<file path="src/rtl/regfile_wb_sched.sv">
// Write-back scheduler for the single-write-port integer register file:
// arbitrates ALU vs LSU write-back and scoreboards registers with loads in flight.
module regfile_wb_sched #(
    parameter int STARVE_LIMIT = 4,
    parameter int CNT_W        = 4
) (
    input  logic        i_clk,
    input  logic        i_rst_n,
    input  logic        i_issue_valid,
    input  logic [4:0]  i_issue_rs1,
    input  logic [4:0]  i_issue_rs2,
    input  logic [4:0]  i_issue_rd,
    input  logic        i_issue_is_load,
    output logic        o_issue_stall,
    input  logic        i_alu_valid,
    input  logic [4:0]  i_alu_rd,
    input  logic [31:0] i_alu_data,
    output logic        o_alu_ready,
    input  logic        i_lsu_valid,
    input  logic [4:0]  i_lsu_rd,
    input  logic [31:0] i_lsu_data,
    output logic        o_lsu_ready,
    output logic        o_rd_wren,
    output logic [4:0]  o_rd_addr,
    output logic [31:0] o_rd_data,
    output logic [31:0] o_busy_vec
);

    logic [31:0]      busy_reg;
    logic [CNT_W-1:0] starve_cnt_reg;
    logic [CNT_W-1:0] starve_cnt_next;
    logic             alu_req;
    logic             lsu_req;
    logic             alu_grant;
    logic             lsu_grant;
    logic             starved;
    logic             load_set;

    // rd==0 requests never reach the port, so they are not requests for arbitration
    assign alu_req   = i_alu_valid & (i_alu_rd != 5'd0);
    assign lsu_req   = i_lsu_valid & (i_lsu_rd != 5'd0);
    assign starved   = (starve_cnt_reg >= CNT_W'(STARVE_LIMIT));
    assign alu_grant = alu_req & (~lsu_req | starved);
    assign lsu_grant = lsu_req & ~alu_grant;

    assign o_alu_ready = alu_grant | (i_alu_valid & (i_alu_rd == 5'd0));
    assign o_lsu_ready = lsu_grant | (i_lsu_valid & (i_lsu_rd == 5'd0));

    assign o_issue_stall = i_issue_valid &
                           (busy_reg[i_issue_rs1] | busy_reg[i_issue_rs2] | busy_reg[i_issue_rd]);
    assign load_set      = i_issue_valid & ~o_issue_stall & i_issue_is_load & (i_issue_rd != 5'd0);
    assign o_busy_vec    = busy_reg;

    always_comb begin
        starve_cnt_next = starve_cnt_reg;
        if (alu_grant) begin
            starve_cnt_next = '0;
        end else if (alu_req && (starve_cnt_reg != {CNT_W{1'b1}})) begin
            starve_cnt_next = starve_cnt_reg + CNT_W'(1);
        end
    end

    always_ff @(posedge i_clk or negedge i_rst_n) begin
        if (!i_rst_n) begin
            starve_cnt_reg <= '0;
        end else begin
            starve_cnt_reg <= starve_cnt_next;
        end
    end

    // x0 is hard-wired never busy
    assign busy_reg[0] = 1'b0;

    generate
        for (genvar gi = 1; gi < 32; gi++) begin : g_busy
            always_ff @(posedge i_clk or negedge i_rst_n) begin
                if (!i_rst_n) begin
                    busy_reg[gi] <= 1'b0;
                end else if (load_set && (i_issue_rd == 5'(gi))) begin
                    busy_reg[gi] <= 1'b1;
                end else if (lsu_grant && (i_lsu_rd == 5'(gi))) begin
                    busy_reg[gi] <= 1'b0;
                end
            end
        end
    endgenerate

    always_ff @(posedge i_clk or negedge i_rst_n) begin
        if (!i_rst_n) begin
            o_rd_wren <= 1'b0;
            o_rd_addr <= '0;
            o_rd_data <= '0;
        end else if (alu_grant) begin
            o_rd_wren <= 1'b1;
            o_rd_addr <= i_alu_rd;
            o_rd_data <= i_alu_data;
        end else if (lsu_grant) begin
            o_rd_wren <= 1'b1;
            o_rd_addr <= i_lsu_rd;
            o_rd_data <= i_lsu_data;
        end else begin
            o_rd_wren <= 1'b0;
        end
    end

    // A load return must target a register that actually has a load outstanding
    a_lsu_to_busy: assert property (@(posedge i_clk) disable iff (!i_rst_n)
        lsu_grant |-> busy_reg[i_lsu_rd]);

endmodule
</file>
<file path="config.mk">
export PLATFORM = sky130hd
export DESIGN_NAME = regfile_wb_sched
export DESIGN_NICKNAME = d
export VERILOG_FILES = /design/src/rtl/regfile_wb_sched.sv
export SDC_FILE = /design/constraint.sdc
export NUM_CORES = 1
export LEC_CHECK = 0
export ABC_AREA = 0
export CORE_MARGIN = 2
export CORE_UTILIZATION = 47
export DETAILED_ROUTE_END_ITERATION = 16
export GPL_ROUTABILITY_DRIVEN = 0
export PLACE_DENSITY = 0.87
export SYNTH_ARGS = -nofsm -noshare
export SYNTH_HDL_FRONTEND = slang
export SYNTH_SLANG_ARGS = --single-unit
export TNS_END_PERCENT = 100
</file>
<file path="constraint.sdc">
create_clock -name i_clk -period 3.6 [get_ports i_clk]
set_input_delay 0.54 -clock i_clk [delete_from_list [all_inputs] [get_ports i_clk]]
set_output_delay 0.54 -clock i_clk [all_outputs]
set_load 0.02 [all_outputs]
</file>
---- Word level (Yosys, flattened, before mapping) ----
Index checks and enable logic that the tools add are counted.
operators by class
  bitwise operators ....................... 18
  add/subtract/negate cells ............... 1
  magnitude comparators ................... 4
  eq/ne operators ......................... 63
  reductions and logical operators ........ 101
  mux-type cells .......................... 76
operators by type and width
  cell                                                         count
  equality test 5 bit (second input constant)                  32
  equality test 5 x 4 -> 1 bit (second input constant)         16
  two-way mux 1 bit                                            67
  nonzero test 2 bit                                           33
  two-way mux 32 bit                                           2
  logical AND 1 bit                                            63
  equality test 5 x 3 -> 1 bit (second input constant)         8
  equality test 5 x 2 -> 1 bit (second input constant)         4
  less-than comparator 5 x 6 -> 1 bit (second input constant)  3
  binary-select mux 1 bit (select 5 bit)                       3
  nonzero test 5 bit                                           3
  bitwise AND 1 bit                                            10
  equality test 5 x 1 -> 1 bit (second input constant)         2
  zero test 5 bit                                              2
  two-way mux 5 bit                                            2
  two-way mux 4 bit                                            2
  bitwise OR 1 bit                                             5
  adder 4 x 1 -> 4 bit (second input constant)                 1
  >= comparator 4 x 3 -> 1 bit (second input constant)         1
  != test 4 bit (second input constant)                        1
  NOT 1 bit                                                    3
storage, ports and cells
  register bits after elaboration ......... 73
  output and inout bits ................... 73

---- Longest topological paths before layout ----
Gate-level depths: netlist of run 1.
  depth after elaboration ................. 11
  gate-level depth with buffers ........... 8

---- Worst setup path after synthesis of run 1 ----
Ideal clock, no wire load.
  path kind ............................... input port to output port
  start ................................... in i_lsu_rd[1]
  end ..................................... out o_lsu_ready
  arrival ................................. 2260 ps
  stages on the path ...................... 6
  path slack .............................. 800 ps
  required time ........................... 3060 ps
  path through ............................ clkbuf_1 or3_1 nand2b_1 a31oi_1 clkbuf_1 a21boi_0
on the way
  cells in the longest elaborated chain, start to end .. 8
RTL lines
  what                line  text
  start, declared     20    input logic [4:0] i_lsu_rd,
  nonzero test 5 bit  41    assign lsu_req = i_lsu_valid & (i_lsu_rd != 5'd0);
  bitwise AND 1 bit   41
  NOT 1 bit           43    assign alu_grant = alu_req & (~lsu_req | starved);
  bitwise OR 1 bit    43
  bitwise AND 1 bit   43
  NOT 1 bit           44    assign lsu_grant = lsu_req & ~alu_grant;
  bitwise AND 1 bit   44
  bitwise OR 1 bit *  47    assign o_lsu_ready = lsu_grant | (i_lsu_valid & (i_lsu_rd == 5'd0));
  end, declared       22    output logic o_lsu_ready,
Mark *: on every way between the ends. The rest lies on a longest branch, timed or not.

---- Worst setup path in the final report of run 1 ----
  start ................................... in i_alu_rd[1]
  end ..................................... out o_lsu_ready
on the way
  cells in the longest elaborated chain, start to end .. 6
RTL lines
  what                line  text
  start, declared     16    input logic [4:0] i_alu_rd,
  nonzero test 5 bit  40    assign alu_req = i_alu_valid & (i_alu_rd != 5'd0);
  bitwise AND 1 bit   40
  bitwise AND 1 bit   43
  NOT 1 bit           44
  bitwise AND 1 bit   44
  bitwise OR 1 bit    47
No other way between the ends.

==> metrics, run 1 <==
area of the core=8636 sq um; initial antenna violation count=0; Leak=2.584 nW; Die Wd=97.87 um; die area=9579 sq um; Worst R2R End=o_busy_vec[6]; synthesized instance count=403; I/O Buffers=166; vias per inst=6.305; # fillers=625; syn_nets=499; Final Hold Fails=0; CTS root buf=clkbuf_8; CTS Hold Buffers Added=0; setup ws final=0.2744 ns; H-Tree Level Count=3; fin crit period=3.326 ns; Netlist Area Pre-Place=4141 sq um; row count=34; Fin Hold WS=0.3388 ns; n_diodes=0; DRC Markers=0; period utilization=0.9238; Peak VDD IR=293.2 uV; PwrDens=453.4 nW/um^2; WS Path Type=in -> out; P_int=1.805 mW; post-synthesis sequential area ratio=0.4411; clock transition at the registers of the reported paths=0.08 ns; Worst setup SP type=input pin; max-cap violation count=0; post-route ant nets=0; routed len/inst=20.17 um; Chip Height=97.87 um; register area=1827 sq um; reg-to-reg startpoint=o_busy_vec[29]; Post-synth ARST share=1.000; fin area=6113 sq um; number of synthesized register bits=73; CTS Sinks=73; via count=4275; R2R Setup Slk=1.21 ns; Area Overhead vs Synth=47.61%; dominant cell type by area after synthesis=dfrtp_1; setup TNS=0 ns; area of the multi-input gates=2130 sq um; top-area cell type share of the netlist area=0.4411; final setup vio count=0; Num CTS Buffers=9; grt ovf=0; Clock Skew=0.007099 ns; # Post-CTS Setup Buffers=0; Syn Area/Cell=10.28 sq um; commonest cells in the synthesized netlist=nand2_1 (77), dfrtp_1 (73), a22oi_1 (35); WP data required=3.06 ns; Largest register FFs=32; share of layout cells above drive strength 1=0.1000; Ports=168; Starting DRT DRC Count=445; routed wire length=13680 um; status=finished, final reports clean; vias in the first global route=4307; worst-margin pin slew=0.9554 ns; Post-DP Area=5904 sq um; Post-synth EDFFs=0; GRT Total Usage=0.2874; NetSw=0.9667 mW; post-DP HPWL=10020 um; Hold WC Path Type=in -> async; switching share of power=0.3488; pin count of the biggest net entering global routing=43; first drt pass iteration count=5; post-cts resize count=0; Clk Latency, worst-skew pair=0.35 ns; crit-path max FO=4; first-pass GRT wire length=22090 um; Reg power frac=0.397; max-slew violations=0; top cells by area, synth=dfrtp_1 (44%), nand2_1 (7.0%), mux4_2 (6.5%), a22oi_1 (6.3%), o41ai_1 (6.3%); nets=661; CTS tree=built; max_slew headroom=0.3631; Fmax=300.7 MHz; Comb pwr share=0.367; clock tree buffer depth=2; register name with the most flops=o_rd_data; commonest register cell after synthesis=dfrtp_1; most frequent cell after synthesis=nand2_1; dpl ws=0.03220 ns; crit end category=output pin; number of synthesis warnings=0; proportion of power drawn by the clock network=0.235; Netlist cell types=54; R2R cell count=7; WP data arrival=2.79 ns; Initial Util=0.4796; unrepaired setup endpoints after global routing=false
layer usage:
metal  vias up  GRT usage  wire (um)
met4         0     0.1239        418
met3        41    0.09306       1615
met2       320     0.4463       6497
met1      2042     0.3723       5146
li1       1872          -          -
met5         -          0          0
cells by family after synthesis:
kind of cell,after synthesis,share of synthesized area
adder cells (fa/ha/maj),1,0.003021
XOR/XNOR,1,0.002115
flip-flops,73,0.4411
other,1,0.0009055
multiplexers,28,0.1335
buffers and inverters,40,0.04954
AND/OR/NAND/NOR,134,0.1526
AO/OA/AOI/OAI,125,0.2172
critical path, stage by stage:
cell             delay (ns)
clkdlybuf4s50_1        0.44
or4_1                  0.54
o21ai_1                0.35
a31oi_4                0.05
a21boi_0               0.21
clkdlybuf4s50_1        0.65
power by group through the flow:
stage / Combinational, mW / Clock, mW / Sequential, mW
floorplan: 0.385 / 0 / 1.22
global placement: 0.984 / 0 / 1.10
detailed placement: 1.01 / 0 / 1.11
CTS: 1.02 / 0.665 / 1.09
global route: 1.09 / 0.708 / 1.12
finish: 1.02 / 0.652 / 1.10
cell usage in the layout (no fill, tap or decap), types with 2 or more instances in the layout:
| cell type | instances |
|---|---|
| a211oi_1 | 2 |
| a21oi_1 | 5 |
| a221o_1 | 2 |
| a222oi_1 | 2 |
| a22oi_1 | 35 |
| and2_1 | 2 |
| buf_4 | 17 |
| clkbuf_8 | 10 |
| clkdlybuf4s50_1 | 164 |
| clkinv_4 | 2 |
| clkinvlp_4 | 2 |
| dfrtp_1 | 73 |
| inv_1 | 8 |
| mux2_2 | 3 |
| mux2i_1 | 5 |
| mux4_1 | 7 |
| mux4_2 | 12 |
| nand2_1 | 77 |
| nand2b_1 | 6 |
| nand3_1 | 5 |
| nand3b_1 | 6 |
| nand4_1 | 2 |
| nor2_1 | 16 |
| nor2b_1 | 4 |
| nor4b_1 | 3 |
| o21ai_0 | 33 |
| o22ai_1 | 2 |
| o41ai_1 | 30 |
| or3_1 | 4 |
| or3b_2 | 2 |
how the worst max path moves through the flow:
stage	from	end	slack (ns)	depth (start not counted)
after floorplan	i_lsu_rd[1]	o_lsu_ready	0.80	6
after global placement	i_issue_rd[1]	o_issue_stall	0.11	8
after detailed placement	i_issue_rs2[1]	o_issue_stall	0.03	8
after CTS	i_issue_rs2[1]	o_issue_stall	0.03	8
after global routing	i_alu_rd[2]	o_lsu_ready	0.17	6
final	i_alu_rd[1]	o_lsu_ready	0.27	6
metrics by stage:
stage	instances	power (mW)	util
after global routing	678	2.912	0.7079
after floorplan	403	1.603	-
after detailed placement	662	2.120	0.6837
after global placement	662	2.089	0.6837
after CTS	678	2.778	0.7075
final	678	2.772	0.7079
cell type report:
class | instances | area share
timing repair buffer | 183 | 0.2923
tap | 108 | 0.02210
sequential | 73 | 0.2988
clock inverter | 6 | 0.01105
inverter | 8 | 0.004912
multi-input combinational | 290 | 0.3483
clock buffer | 10 | 0.02251
Note: power is estimated with default switching activity, not from simulation.
==> inputs of run 2 (changes only) <==
--- a/config.mk
+++ b/config.mk
@@ -7,10 +7,10 @@
 export LEC_CHECK = 0
 export ABC_AREA = 0
 export CORE_MARGIN = 2
-export CORE_UTILIZATION = 47
+export CORE_UTILIZATION = 35
 export DETAILED_ROUTE_END_ITERATION = 16
 export GPL_ROUTABILITY_DRIVEN = 0
-export PLACE_DENSITY = 0.87
+export PLACE_DENSITY = 0.68
 export SYNTH_ARGS = -nofsm -noshare
 export SYNTH_HDL_FRONTEND = slang
 export SYNTH_SLANG_ARGS = --single-unit
==> run 2 against run 1 <==
Effect of this change:
- first-iteration DRC count is 18% lower
- largest power group unchanged
- critical path depth stayed put
- clock skew is 0.0013 ns lower
- combinational power hardly changed
- maximum frequency is 0.55% higher
- critical path type unchanged
- sequential cell count stayed put
==> metrics, run 2 (synthesis gave the netlist of run 1 again) <==
status=finished, final reports clean (unchanged); grt ovf=0 (unchanged); dpl ws=0.02545 ns (was 0.03220 ns); clock transition at the registers of the reported paths=0.06 ns (was 0.08 ns); Chip Height=112.8 um (was 97.87 um); Worst setup SP type=input pin (unchanged); CTS root buf=clkbuf_16 (was clkbuf_8); share of layout cells above drive strength 1=0.1000 (unchanged); Fmax=302.4 MHz (was 300.7 MHz); Area Overhead vs Synth=51.69% (was 47.61%); worst-margin pin slew=0.5988 ns (was 0.9554 ns); Reg power frac=0.359 (was 0.397); # fillers=985 (was 625); post-route ant nets=0 (unchanged); register area=1827 sq um (unchanged); fin crit period=3.307 ns (was 3.326 ns); post-DP HPWL=10520 um (was 10020 um); Die Wd=112.8 um (was 97.87 um); DRC Markers=0 (unchanged); Clk Latency, worst-skew pair=0.33 ns (was 0.35 ns); routed wire length=14120 um (was 13680 um); area of the multi-input gates=2130 sq um (unchanged); n_diodes=0 (unchanged); PwrDens=493.0 nW/um^2 (was 453.4 nW/um^2); peak per-stage delay on the critical path=0.63 ns (was 0.65 ns); die area=12720 sq um (was 9579 sq um); Hold WC Path Type=in -> async (unchanged); # Post-CTS Setup Buffers=0 (unchanged); most common cell after layout, fill and taps aside=clkdlybuf4s50_1 (unchanged); Leak=2.636 nW (was 2.584 nW); NetSw=1.005 mW (was 0.9667 mW); H-Tree Level Count=3 (unchanged); CTS Sinks=73 (unchanged); R2R Setup Slk=1.21 ns (about the same); initial antenna violation count=0 (unchanged); row count=39 (was 34); vias in the first global route=4194 (was 4307); Initial Util=0.3612 (was 0.4796); max-cap violation count=0 (unchanged); Peak VDD IR=322.5 uV (was 293.2 uV); unrepaired setup endpoints after global routing=false (unchanged); first drt pass iteration count=4 (was 5); crit end category=output pin (unchanged); routed len/inst=19.80 um (was 20.17 um); register name with the most flops=o_rd_data (unchanged); switching share of power=0.3245 (was 0.3488); Num CTS Buffers=9 (unchanged); Largest register FFs=32 (unchanged); critical path's top delay family=buffers and inverters (unchanged); Ports=168 (unchanged); commonest non-fill, non-tap cells in the layout=clkdlybuf4s50_1 (164), nand2_1 (77), dfrtp_1 (73) (unchanged); max-slew violations=0 (unchanged); WP data arrival=2.77 ns (was 2.79 ns); clock tree buffer depth=2 (unchanged); pin count of the biggest net entering global routing=43 (unchanged); via count=4187 (was 4275); crit-path max FO=4 (unchanged); Clock Skew=0.005825 ns (was 0.007099 ns); proportion of power drawn by the clock network=0.315 (was 0.235); WP data required=3.06 ns (about the same); final setup vio count=0 (unchanged); post-cts resize count=0 (unchanged); CP cell instances=clkdlybuf4s50_1 -> or4_1 -> o21ai_1 -> a31oi_4 -> a21boi_0 -> clkdlybuf4s50_1 (unchanged); area of the core=11470 sq um (was 8636 sq um); vias per inst=5.872 (was 6.305); CTS Hold Buffers Added=0 (unchanged); P_int=2.092 mW (was 1.805 mW); max_slew headroom=0.6008 (was 0.3631); setup ws final=0.2926 ns (was 0.2744 ns); CP max-delay cell=clkdlybuf4s50_1 (unchanged); nets=661 (unchanged); Comb pwr share=0.325 (was 0.367); setup TNS=0 ns (unchanged); period utilization=0.9187 (was 0.9238); CTS tree=built (unchanged); GRT Total Usage=0.2227 (was 0.2874); Starting DRT DRC Count=366 (was 445); CP bufs+invs=2 (unchanged); WS Path Type=in -> out (unchanged); Final Hold Fails=0 (unchanged); Most common cell on crit path=clkdlybuf4s50_1 (unchanged); first-pass GRT wire length=22560 um (was 22090 um); I/O Buffers=166 (unchanged)
==> run 2: routing by layer <==
metal  routed length [um]  share of wire  track usage  vias up
li1                     -              -            -     1867
met4                  244          0.017      0.07317        0
met5                    0              0            0        -
met2                 6446           0.46       0.3461      270
met3                 1784           0.13      0.07820       23
met1                 5642           0.40       0.2923     2027
==> run 2: layout make-up <==
type                    instances  share of cell area
multi-input cells             290              0.3390
inverters                       8            0.004780
repair buffers                183              0.2844
clock inverters                 6             0.01454
well taps                     143             0.02848
clock buffers                  10             0.03804
flip-flops and latches         73              0.2908
==> run 2: stage by stage <==
stage / std cells / hold slack (ns) / area, sq um / utilization / power (mW)
4_1_cts: 713 / 0.2161 / 6279 / 0.5475 / 3.118
5_1_grt: 713 / 0.2518 / 6282 / 0.5478 / 3.244
6_report: 713 / 0.2105 / 6282 / 0.5478 / 3.097
3_5_place_dp: 697 / 0.4758 / 5948 / 0.5187 / 2.132
2_1_floorplan: 403 / 0.2444 / 4141 / - / 1.603
3_3_place_gp: 697 / 0.4796 / 5948 / 0.5187 / 2.106
==> run 2: worst paths after layout <==
kind / cells past startpoint / end / from
max reg2reg: 7 / o_busy_vec[15] / o_busy_vec[24]
min reg2reg: 2 / o_rd_addr[3] / o_rd_addr[3]
max: 6 / o_lsu_ready / i_alu_rd[2]
min in group i_clk: 2 / o_rd_addr[3] / o_rd_addr[3]
min: 1 / o_rd_data[0] / i_rst_n
max in group asynchronous: 2 / o_rd_data[16] / i_rst_n
==> run 2: power groups by stage <==
| stage | logic [mW] | registers [mW] | clock network, mW |
|---|---|---|---|
| after floorplan | 0.385 | 1.22 | 0 |
| after global placement | 0.993 | 1.11 | 0 |
| after detailed placement | 1.01 | 1.12 | 0 |
| after CTS | 1.02 | 1.11 | 0.995 |
| after global routing | 1.08 | 1.13 | 1.03 |
| final | 1.01 | 1.11 | 0.976 |
==> inputs of run 3 (changes only) <==
--- a/config.mk
+++ b/config.mk
@@ -6,11 +6,12 @@
 export NUM_CORES = 1
 export LEC_CHECK = 0
 export ABC_AREA = 0
+export CORE_ASPECT_RATIO = 1.25
 export CORE_MARGIN = 2
-export CORE_UTILIZATION = 35
+export CORE_UTILIZATION = 45
 export DETAILED_ROUTE_END_ITERATION = 16
 export GPL_ROUTABILITY_DRIVEN = 0
-export PLACE_DENSITY = 0.68
+export PLACE_DENSITY = 0.84
 export SYNTH_ARGS = -nofsm -noshare
 export SYNTH_HDL_FRONTEND = slang
 export SYNTH_SLANG_ARGS = --single-unit
==> run 3 against run 2 <==
Effect of this change:
- via count up 0.31%
- sequential power about the same
- critical path depth unchanged
- combinational power about the same
- non-clock buffer count up 3
- hold slack better by 0.14 ns
- clock-buffer cell count up 2
- register-to-register slack about the same
- setup slack worse by 0.14 ns
- die area down 21%
- sequential share of layout area up 0.38 points
- total power down 6.2%
==> metrics, run 3 (synthesis gave the netlist of run 1 again) <==
Leak=2.635 nW (was 2.636 nW); vias in the first global route=4244 (was 4194); first-pass GRT wire length=22360 um (was 22560 um); CTS Hold Buffers Added=0 (unchanged); area of the multi-input gates=2128 sq um (was 2130 sq um); nets=664 (was 661); fin crit period=3.448 ns (was 3.307 ns); CTS Sinks=73 (unchanged); status=finished, final reports clean (unchanged); WS Path Type=in -> out (unchanged); Final Hold Fails=0 (unchanged); PwrDens=468.5 nW/um^2 (was 493.0 nW/um^2); Die Wd=89.81 um (was 112.8 um); pin count of the biggest net entering global routing=43 (unchanged); Clk Latency, worst-skew pair=0.33 ns (about the same); Fmax=290.0 MHz (was 302.4 MHz); Largest register FFs=32 (unchanged); CP cell instances=clkdlybuf4s50_1 -> or4_1 -> o21ai_1 -> a31oi_4 -> a21boi_0 -> clkdlybuf4s50_1 (unchanged); max-slew violations=0 (unchanged); clock transition at the registers of the reported paths=0.05 ns (was 0.06 ns); fin area=6201 sq um (was 6282 sq um); register area=1827 sq um (unchanged); row count=39 (unchanged); first drt pass iteration count=5 (was 4); # Post-CTS Setup Buffers=0 (unchanged); crit-path max FO=4 (unchanged); max_slew headroom=0.3703 (was 0.6008); initial antenna violation count=0 (unchanged); critical path's top delay family=buffers and inverters (unchanged); post-route ant nets=0 (unchanged); grt ovf=0 (unchanged); Worst setup SP type=input pin (unchanged); die area=9991 sq um (was 12720 sq um); peak per-stage delay on the critical path=0.68 ns (was 0.63 ns); vias per inst=6.061 (was 5.872); Num CTS Buffers=9 (unchanged); H-Tree Level Count=3 (unchanged); Chip Height=111.3 um (was 112.8 um); Fin Hold WS=0.3516 ns (was 0.2105 ns); n_diodes=0 (unchanged); I/O Buffers=166 (unchanged); # fillers=671 (was 985); CTS tree=built (unchanged); worst-margin pin slew=0.9445 ns (was 0.5988 ns); final setup vio count=0 (unchanged); register name with the most flops=o_rd_data (unchanged); Area Overhead vs Synth=49.73% (was 51.69%); Most common cell on crit path=clkdlybuf4s50_1 (unchanged); max-cap violation count=0 (unchanged); via count=4200 (was 4187); DRC Markers=0 (unchanged); Ports=168 (unchanged); CTS root buf=clkbuf_16 (unchanged); share of layout cells above drive strength 1=0.09649 (was 0.1000); Clock Skew=0.003171 ns (was 0.005825 ns); unrepaired setup endpoints after global routing=false (unchanged); area of the core=9027 sq um (was 11470 sq um); routed wire length=13930 um (was 14120 um); most common cell after layout, fill and taps aside=clkdlybuf4s50_1 (unchanged); period utilization=0.9577 (was 0.9187); GRT Total Usage=0.2813 (was 0.2227); Peak VDD IR=353.0 uV (was 322.5 uV); routed len/inst=20.09 um (was 19.80 um); Initial Util=0.4588 (was 0.3612); Hold WC Path Type=in -> async (unchanged); clock tree buffer depth=2 (unchanged); Post-DP Area=5946 sq um (was 5948 sq um); WP data required=3.06 ns (about the same); CP bufs+invs=2 (unchanged); CP max-delay cell=clkdlybuf4s50_1 (unchanged); post-DP HPWL=10540 um (was 10520 um); crit end category=output pin (unchanged); WP data arrival=2.91 ns (was 2.77 ns); commonest non-fill, non-tap cells in the layout=clkdlybuf4s50_1 (162), nand2_1 (77), dfrtp_1 (73) (was clkdlybuf4s50_1 (164), nand2_1 (77), dfrtp_1 (73)); Starting DRT DRC Count=431 (was 366)
[run 3: changes by cell type in the layout (fill, tap and decap cells not counted), sizes merged]
cell           delta
clkinvlp          -3
clkdlybuf4s50     -2
bufinv            -2
dlymetal6s2s      +1
buf               +3
dlygate4sd2       +1
clkbuf            +2
[run 3: area by class of cell]
type,instances,area share
multi-input cells,290,0.3432
inverters,8,0.004843
flip-flops and latches,73,0.2946
clock inverters,1,0.0008071
clock buffers,12,0.03975
repair buffers,186,0.2920
well taps,123,0.02482
[run 3: final timing paths]
path | from | slack (ns) | depth (start not counted) | to
max | i_alu_rd[2] | 0.15 | 6 | o_lsu_ready
min | i_rst_n | 0.35 | 1 | o_rd_data[30]
max reg2reg | o_busy_vec[27] | 1.20 | 7 | o_busy_vec[23]
min reg2reg | o_rd_addr[3] | 0.49 | 2 | o_rd_addr[3]
max in group asynchronous | i_rst_n | 2.46 | 2 | o_busy_vec[6]
min in group i_clk | o_rd_addr[3] | 0.49 | 2 | o_rd_addr[3]
[run 3: what timing repair did]
action,CTS,global route
pin swaps,0,0
gates resized for setup,1,2
setup endpoints to repair,1,1
[run 3: power breakdown]
group	internal [mW]	switching (mW)	total [mW]
registers	0.959	0.143	1.10
logic	0.510	0.508	1.02
clock network	0.472	0.312	0.784
[run 3: metal layers]
metal | wire [um] | GRT usage | vias to the layer above
met1 | 4932 | 0.3348 | 1999
met2 | 6952 | 0.4737 | 299
met5 | 0 | 0 | -
li1 | - | - | 1870
met4 | 323 | 0.1036 | 0
met3 | 1717 | 0.09585 | 32
[run 3: per-stage QoR]
| stage | utilization | TNS [ns] | power (mW) | worst slack [ns] | cells |
|---|---|---|---|---|---|
| final | 0.6869 | 0 | 2.905 | 0.1523 | 693 |
| after global routing | 0.6869 | 0 | 3.034 | 0.02216 | 693 |
| after CTS | 0.6863 | 0 | 2.920 | 0.02947 | 693 |
| after detailed placement | 0.6586 | -0.01024 | 2.128 | -0.01024 | 680 |
| after global placement | 0.6586 | 0 | 2.096 | 0.1290 | 680 |
| after floorplan | - | 0 | 1.603 | 0.8002 | 403 |
